**src/rtl/prio_enc_scan7.sv**
```systemverilog
// Priority/one-hot encoder of a request vector, shown as hex on a
// multiplexed seven-segment display scanned at one digit per SCAN_DIV cycles.
module prio_enc_scan7 #(
  parameter int IN_W     = 16,
  parameter int N_DIG    = 8,
  parameter int SCAN_DIV = 100000,
  parameter int PRIO     = 1,
  localparam int IDX_W   = $clog2(IN_W),
  localparam int NIB     = (IDX_W + 3) / 4
) (
  input  logic             clk,
  input  logic             rst_n,
  input  logic             btnD,
  input  logic [IN_W-1:0]  sw,
  output logic [IDX_W-1:0] led,
  output logic             valid,
  output logic             err,
  output logic [N_DIG-1:0] sel_seg,
  output logic [6:0]       seg
);

  localparam int  CNT_W    = $clog2(SCAN_DIV);
  localparam int  PTR_W    = (N_DIG > 1) ? $clog2(N_DIG) : 1;
  localparam bit  ONE_HOT  = (PRIO == 0);
  localparam logic [6:0] BLANK = 7'b1111111;
  localparam logic [6:0] DASH  = 7'b0111111;

  if (NIB > N_DIG) begin : g_nib_check
    $error("prio_enc_scan7: index needs more hex digits than N_DIG provides");
  end

  function automatic logic [6:0] hex7(input logic [3:0] n);
    logic [6:0] s;
    case (n)
      4'h0: s = 7'b1000000;
      4'h1: s = 7'b1111001;
      4'h2: s = 7'b0100100;
      4'h3: s = 7'b0110000;
      4'h4: s = 7'b0011001;
      4'h5: s = 7'b0010010;
      4'h6: s = 7'b0000010;
      4'h7: s = 7'b1111000;
      4'h8: s = 7'b0000000;
      4'h9: s = 7'b0010000;
      4'hA: s = 7'b0001000;
      4'hB: s = 7'b0000011;
      4'hC: s = 7'b1000110;
      4'hD: s = 7'b0100001;
      4'hE: s = 7'b0000110;
      4'hF: s = 7'b0001110;
      default: s = 7'b1111111;
    endcase
    return s;
  endfunction

  logic [IDX_W-1:0] led_r, enc_idx_s, led_n_s;
  logic             valid_r, err_r, en_r, valid_n_s, err_n_s;
  logic             any_s, multi_s;
  logic [CNT_W-1:0] cnt_r;
  logic [PTR_W-1:0] ptr_r;
  logic [NIB*4-1:0] led_ext_s;
  logic [3:0]       nib_s;
  logic [N_DIG-1:0] sel_seg_s;
  logic [6:0]       seg_s;

  // encode the live request; the scan from bit 0 upward leaves the highest set bit
  always_comb begin
    enc_idx_s = '0;
    for (int i = 0; i < IN_W; i++) begin
      enc_idx_s = sw[i] ? IDX_W'(i) : enc_idx_s;
    end
    any_s   = |sw;
    multi_s = ($countones(sw) > 32'sd1);
    if (!btnD || !any_s) begin
      led_n_s   = '0;
      valid_n_s = 1'b0;
      err_n_s   = 1'b0;
    end else if (ONE_HOT && multi_s) begin
      led_n_s   = '0;
      valid_n_s = 1'b0;
      err_n_s   = 1'b1;
    end else begin
      led_n_s   = enc_idx_s;
      valid_n_s = 1'b1;
      err_n_s   = 1'b0;
    end
  end

  // sampled result registers and the free-running scan timebase
  always_ff @(posedge clk) begin
    if (!rst_n) begin
      en_r    <= 1'b0;
      led_r   <= '0;
      valid_r <= 1'b0;
      err_r   <= 1'b0;
      cnt_r   <= '0;
      ptr_r   <= '0;
    end else begin
      en_r    <= btnD;
      led_r   <= led_n_s;
      valid_r <= valid_n_s;
      err_r   <= err_n_s;
      if (cnt_r == CNT_W'(SCAN_DIV - 1)) begin
        cnt_r <= '0;
        ptr_r <= (ptr_r == PTR_W'(N_DIG - 1)) ? '0 : ptr_r + PTR_W'(1);
      end else begin
        cnt_r <= cnt_r + CNT_W'(1);
        ptr_r <= ptr_r;
      end
    end
  end

  // digit select and segment pattern, decoded purely from registered state
  always_comb begin
    led_ext_s = (NIB*4)'(led_r);
    nib_s     = 4'(led_ext_s >> {ptr_r, 2'b00});
    sel_seg_s = '1;
    seg_s     = BLANK;
    if (en_r) begin
      sel_seg_s = ~(N_DIG'(1'b1) << ptr_r);
      if (valid_r && (int'(ptr_r) < NIB)) begin
        seg_s = hex7(nib_s);
      end else if (err_r && (ptr_r == '0)) begin
        seg_s = DASH;
      end else begin
        seg_s = BLANK;
      end
    end else begin
      sel_seg_s = '1;
      seg_s     = BLANK;
    end
  end

  assign led     = led_r;
  assign valid   = valid_r;
  assign err     = err_r;
  assign sel_seg = sel_seg_s;
  assign seg     = seg_s;

endmodule
```
**config.mk**
```make
export PLATFORM = sky130hd
export DESIGN_NAME = prio_enc_scan7
export DESIGN_NICKNAME = d
export VERILOG_FILES = /design/src/rtl/prio_enc_scan7.sv
export SDC_FILE = /design/constraint.sdc
export NUM_CORES = 1
export LEC_CHECK = 0
export ABC_AREA = 1
export CORE_MARGIN = 3
export CORE_UTILIZATION = 53
export DETAILED_ROUTE_END_ITERATION = 6
export PLACE_DENSITY = 0.8
export SYNTH_ARGS = -nofsm -noshare
export SYNTH_HDL_FRONTEND = slang
export SYNTH_SLANG_ARGS = --single-unit
```
**constraint.sdc**
```tcl
create_clock -name clk -period 3.18 [get_ports clk]
set_input_delay 0.636 -clock clk [delete_from_list [all_inputs] [get_ports clk]]
set_output_delay 0.636 -clock clk [all_outputs]
set_load 0.05 [all_outputs]
```
After elaboration in Yosys (flattened, before gate mapping)
Memory sizes are Yosys's and may differ from the RTL's. Index checks and enable logic that the tools add are counted.

Add/subtract/negate cells: 2. Multipliers: 0. Div/mod/pow operators: 0. Order comparisons: 1. Equal/unequal tests: 2. Shift-type cells: 2. Muxes and demuxes: 20. Bitwise operators: 2. Reduce and logical (&&, ||, !) cells: 7.

Operator list (count): $mux W4 (8); $add A17 B1 Y17 const B (1); $eq A17 B17 Y1 const B (1); $reduce_or A16 Y1 (1); $mux W3 (5); $mux W7 (2); $mux W8 (1); $not A8 Y8 (1); $shl A1 B3 Y8 const A (1); $shr A4 B5 Y4 (1); $mux W2 (2); $reduce_or A2 Y1 (2); $add A3 B1 Y3 const B (1); $eq A3 B3 Y1 const B (1); $lt A3 B1 Y1 const B (1); $logic_not A1 Y1 (2); $mux W1 (2); $logic_and A1 B1 Y1 (1); $logic_or A1 B1 Y1 (1); $not A1 Y1 (1).

Register bits: 26. Bits in latches: 0. RAM bits: 0. ROM bits: 112. Output and inout bits: 21. Memories: 1.

Memories: (name not given) (words 16, bits a word 7, read ports 1, clocked after Yosys merged registers in 0, write ports 0, RTL line 34) `case (n)`.

Longest topological paths before layout
Depth in word-level cells: 15. Gate-level depth with buffers: 15. Gate-level depth less buffers: 15.

Worst setup path before layout
No wires, ideal clock.

Kind: register -> output. Start point: reg led_r[0], in the netlist led[0]. End point: out seg[5]. Arrival: 2.083 ns. Required time: 2.544 ns. Setup slack: 0.461 ns. Cell stages (with the launch flop): 8. Path through: dfxtp_1 inv_1 nor2_1 ha_1 inv_1 nor2_1 inv_1 o211ai_1.

Longest elaborated chain between the ends: 4.

Ends and longest elaborated chain: from (decl) (RTL line 56) `logic [IDX_W-1:0] led_r, enc_idx_s, led_n_s;`; from (signal assigned) (RTL line 100) `led_r <= led_n_s;`; $shr A4 B5 Y4 (RTL line 116) `nib_s = 4'(led_ext_s >> {ptr_r, 2'b00});`; $mem_v2 Z16 W7; $mux W7 (RTL line 121) `if (valid_r && (int'(ptr_r) < NIB)) begin`; $mux W7 (RTL line 119) `if (en_r) begin`; to (decl) (RTL line 19) `output logic [6:0] seg`.

No other way between the ends.

Worst setup path in the final report
Start point: reg ptr_r[2]. End point: out seg[2].

Longest elaborated chain between the ends: 4.

Ends and longest elaborated chain: from (decl) (RTL line 60) `logic [PTR_W-1:0] ptr_r;`; from (signal assigned) (RTL line 105) `ptr_r <= (ptr_r == PTR_W'(N_DIG - 1)) ? '0 : ptr_r + PTR_W'(1);`; from (signal assigned) (RTL line 108) `ptr_r <= ptr_r;`; $shr A4 B5 Y4 or $lt A3 B1 Y1 (tied branches) (RTL line 116, 121); $mem_v2 Z16 W7 or $logic_and A1 B1 Y1 (tied branches); $mux W7 (*) (RTL line 121); $mux W7 (*) (RTL line 119).

Mark *: on every way between the ends. The rest lies on a longest branch, timed or not.

==> results.py <==
metrics = {
    "floorplanning": {
        "die_w_um": 62.6,
        "fp-row-count": 19,
        "ioPinCount": 40,
        "dieArea_um2": 3920,
        "initial_core_util_pct": 58.5,
        "core_area_um2": 2900,
        "die_height_um": 62.6,
    },
    "final_layout": {
        "final_layout_size_suffix_gt1_share_pct": 10.3,
        "nNetsFinal": 324,
        "final_cell_area_um2": 2170,
        "synthToLayoutAreaGrowth_pct": 27.7,
        "diodes": 0,
    },
    "detailed_routing": {
        "firstDrtPassIters": 4,
        "drt_iter0_markers": 153,
        "wl_per_cell_um": 10.1,
        "route.detailed.drc": 0,
        "wl_um": 3360,
        "vias": 1615,
        "postRouteAntennaNets": 0,
        "vias_per_cell": 4.85,
    },
    "outcome": {
        "outcome": "finished, final reports clean",
    },
    "timing": {
        "finalSetupTns_ns": 0,
        "fmax_ghz": 0.341,
        "fin_crit_ns": 2.94,
        "slew_headroom_pct": 66.1,
        "clock_skew_ns": 0.00128,
        "tightest_slew_ns": 0.508,
        "finalCritPeriodShare_pct": 92.3,
        "rsz0062_at_grt": "false",
        "worst_hold_slack_ns": 0.496,
        "hold_viol_final": 0,
        "layout_setup_ws_ns": 0.244,
        "final-max-slew-violation-count": 0,
        "final-setup-viol-count": 0,
    },
    "cts": {
        "postCtsSetupBuffers": 0,
        "cts_tree": "done",
        "root_buffer": "clkbuf_4",
        "htree_levels": 1,
        "cts-buffers-inserted": 3,
        "ctsHoldBuffers": 0,
        "cts_resized": 1,
        "clock_latency_ns": 0.32,
        "clock-sinks": 26,
        "path_clk_slew_ns": 0.14,
        "clk_path_buf_depth": 2,
    },
    "min_path": {
        "min_path_type": "flop to flop",
    },
    "global_route": {
        "grt_pass1_vias": 1432,
        "grt.total_usage_pct": 18.1,
        "antenna_found_initial": 0,
        "grt_overflow": 0,
        "grt_max_degree": 16,
        "grt_pass1_wl_um": 6090,
    },
    "worst_setup_path": {
        "worst_setup_path_end_kind": "primary output",
        "critPathMaxFanout": 7,
        "crit_type": "flop to primary output",
        "cp_data_arrival_time_ns": 2.30,
        "required_ns": 2.54,
        "startpoint_type": "flop",
    },
    "synthesis": {
        "yosys_warnings": 0,
        "synth_fp_nets": 283,
        "synth_cells": 251,
        "ys_ff_latch": 26,
        "yosysUniqueCellTypes": 31,
        "synth.cell_area_um2": 1700,
        "yosysSeqAreaShare_pct": 30.7,
        "avgSynthCellArea_um2": 6.76,
    },
    "power_and_ir_drop": {
        "power_density_nw_per_um2": 317,
        "ir_drop_mv": 0.331,
        "p_total_mw": 0.687,
        "leakage_nw": 0.936,
    },
    "placement": {
        "io_buffers": 38,
        "detailed_place_hpwl_um": 2820,
        "placed_cell_area_um2": 2120,
        "gp_congestion": 0.834,
        "pre_cts_slack_ns": 0.319,
    },
    "run": {
        "maxCapViolCount": 0,
    },
}
[Yosys cell counts]
master	number	area (um2)
a211oi_1	3	22.5
a21oi_1	12	60.1
a31oi_1	3	18.8
buf_4	1	7.51
buf_6	1	11.3
clkbuf_1	2	7.51
conb_1	1	3.75
dfxtp_1	26	521
ha_1	13	163
inv_1	42	158
inv_2	4	15.0
nand2_1	55	206
nand2_2	3	18.8
nand3_1	15	75.1
nand3_2	2	20.0
nand4_1	4	25.0
nor2_1	30	113
nor2_2	2	12.5
nor2_4	4	45.0
nor3_1	3	15.0
nor3_2	1	10.0
nor3_4	1	16.3
nor3b_1	1	7.51
nor3b_2	1	12.5
nor4_1	4	25.0
o211ai_1	4	30.0
o21a_1	2	15.0
o21ai_0	7	35.0
o21ai_1	1	5.00
or2_0	1	6.26
xor2_1	2	17.5
[critical path: stages (launching register included)]
cell and delay (ns):
dfxtp_1 0.39, nor2_1 0.14, inv_1 0.05, nor2_1 0.15
inv_1 0.10, nor2_1 0.23, inv_1 0.14, ha_1 0.20
nand2_1 0.08, o211ai_1 0.08, dlygate4sd2_1 0.42
[logic make-up after synthesis]
kind of cell	share of synthesized area, %
AND/OR/NAND/NOR	35.8
buffers and inverters	11.7
AO/OA/AOI/OAI	11.0
flip-flops	30.7
adder cells (fa/ha/maj)	9.58
XOR/XNOR	1.03
other	0.221
[power by group]
group	switching, mW	internal [mW]	leakage, nW
Clock	0.0975	0.127	0.0279
Combinational	0.0709	0.0512	0.697
Sequential	0.00715	0.333	0.212
[layout make-up]
class	count	area (um2)
inverter	46	173
sequential	26	520
clock buffer	3	22.5
tap	42	52.6
multi-input combinational	175	978
timing repair buffer	40	392
clock inverter	1	30.0
fill	268	732
[registers in the layout (all words and copies together) (netlist names)]
name   cells
cnt_r     17
valid      1
en_r       1
led        4
ptr_r      3
[metal layers]
layer	up-vias	wire length, um	track usage (%)	share of wire [%]
li1	872	-	-	-
met4	0	15	1.65	0.45
met3	2	172	4.50	5.1
met2	38	1480	30.1	44
met5	-	0	0	0
met1	703	1700	24.7	50
[placed cells by master, fill, tap and decap left out, types with 3 or more instances in the layout]
cell / n
inv_2: 4
clkbuf_4: 3
nand2_2: 3
nand4_1: 4
nand2_1: 55
nor4_1: 4
a21oi_1: 12
ha_1: 13
nor3_1: 3
nor2_1: 30
a31oi_1: 3
o21ai_0: 7
o211ai_1: 4
nand3_1: 15
dfxtp_1: 26
a211oi_1: 3
clkdlybuf4s50_1: 31
inv_1: 42
buf_4: 7
nor2_4: 4
[per-stage QoR]
stage                     util [%]  instances
after floorplan                  -        251
after global placement        73.0        329
after detailed placement      73.0        329
after CTS                     74.8        333
after global routing          74.8        333
final                         74.8        333
[worst paths after layout]
check | end | start | slack (ns) | cells past startpoint
setup / recovery | seg[2] | ptr_r[2] | 0.24 | 10
hold / removal | cnt_r[16] | cnt_r[16] | 0.50 | 2
setup reg to reg | cnt_r[12] | cnt_r[0] | 1.39 | 11
hold reg to reg | cnt_r[16] | cnt_r[16] | 0.50 | 2
(Power assumes the default switching activity.)
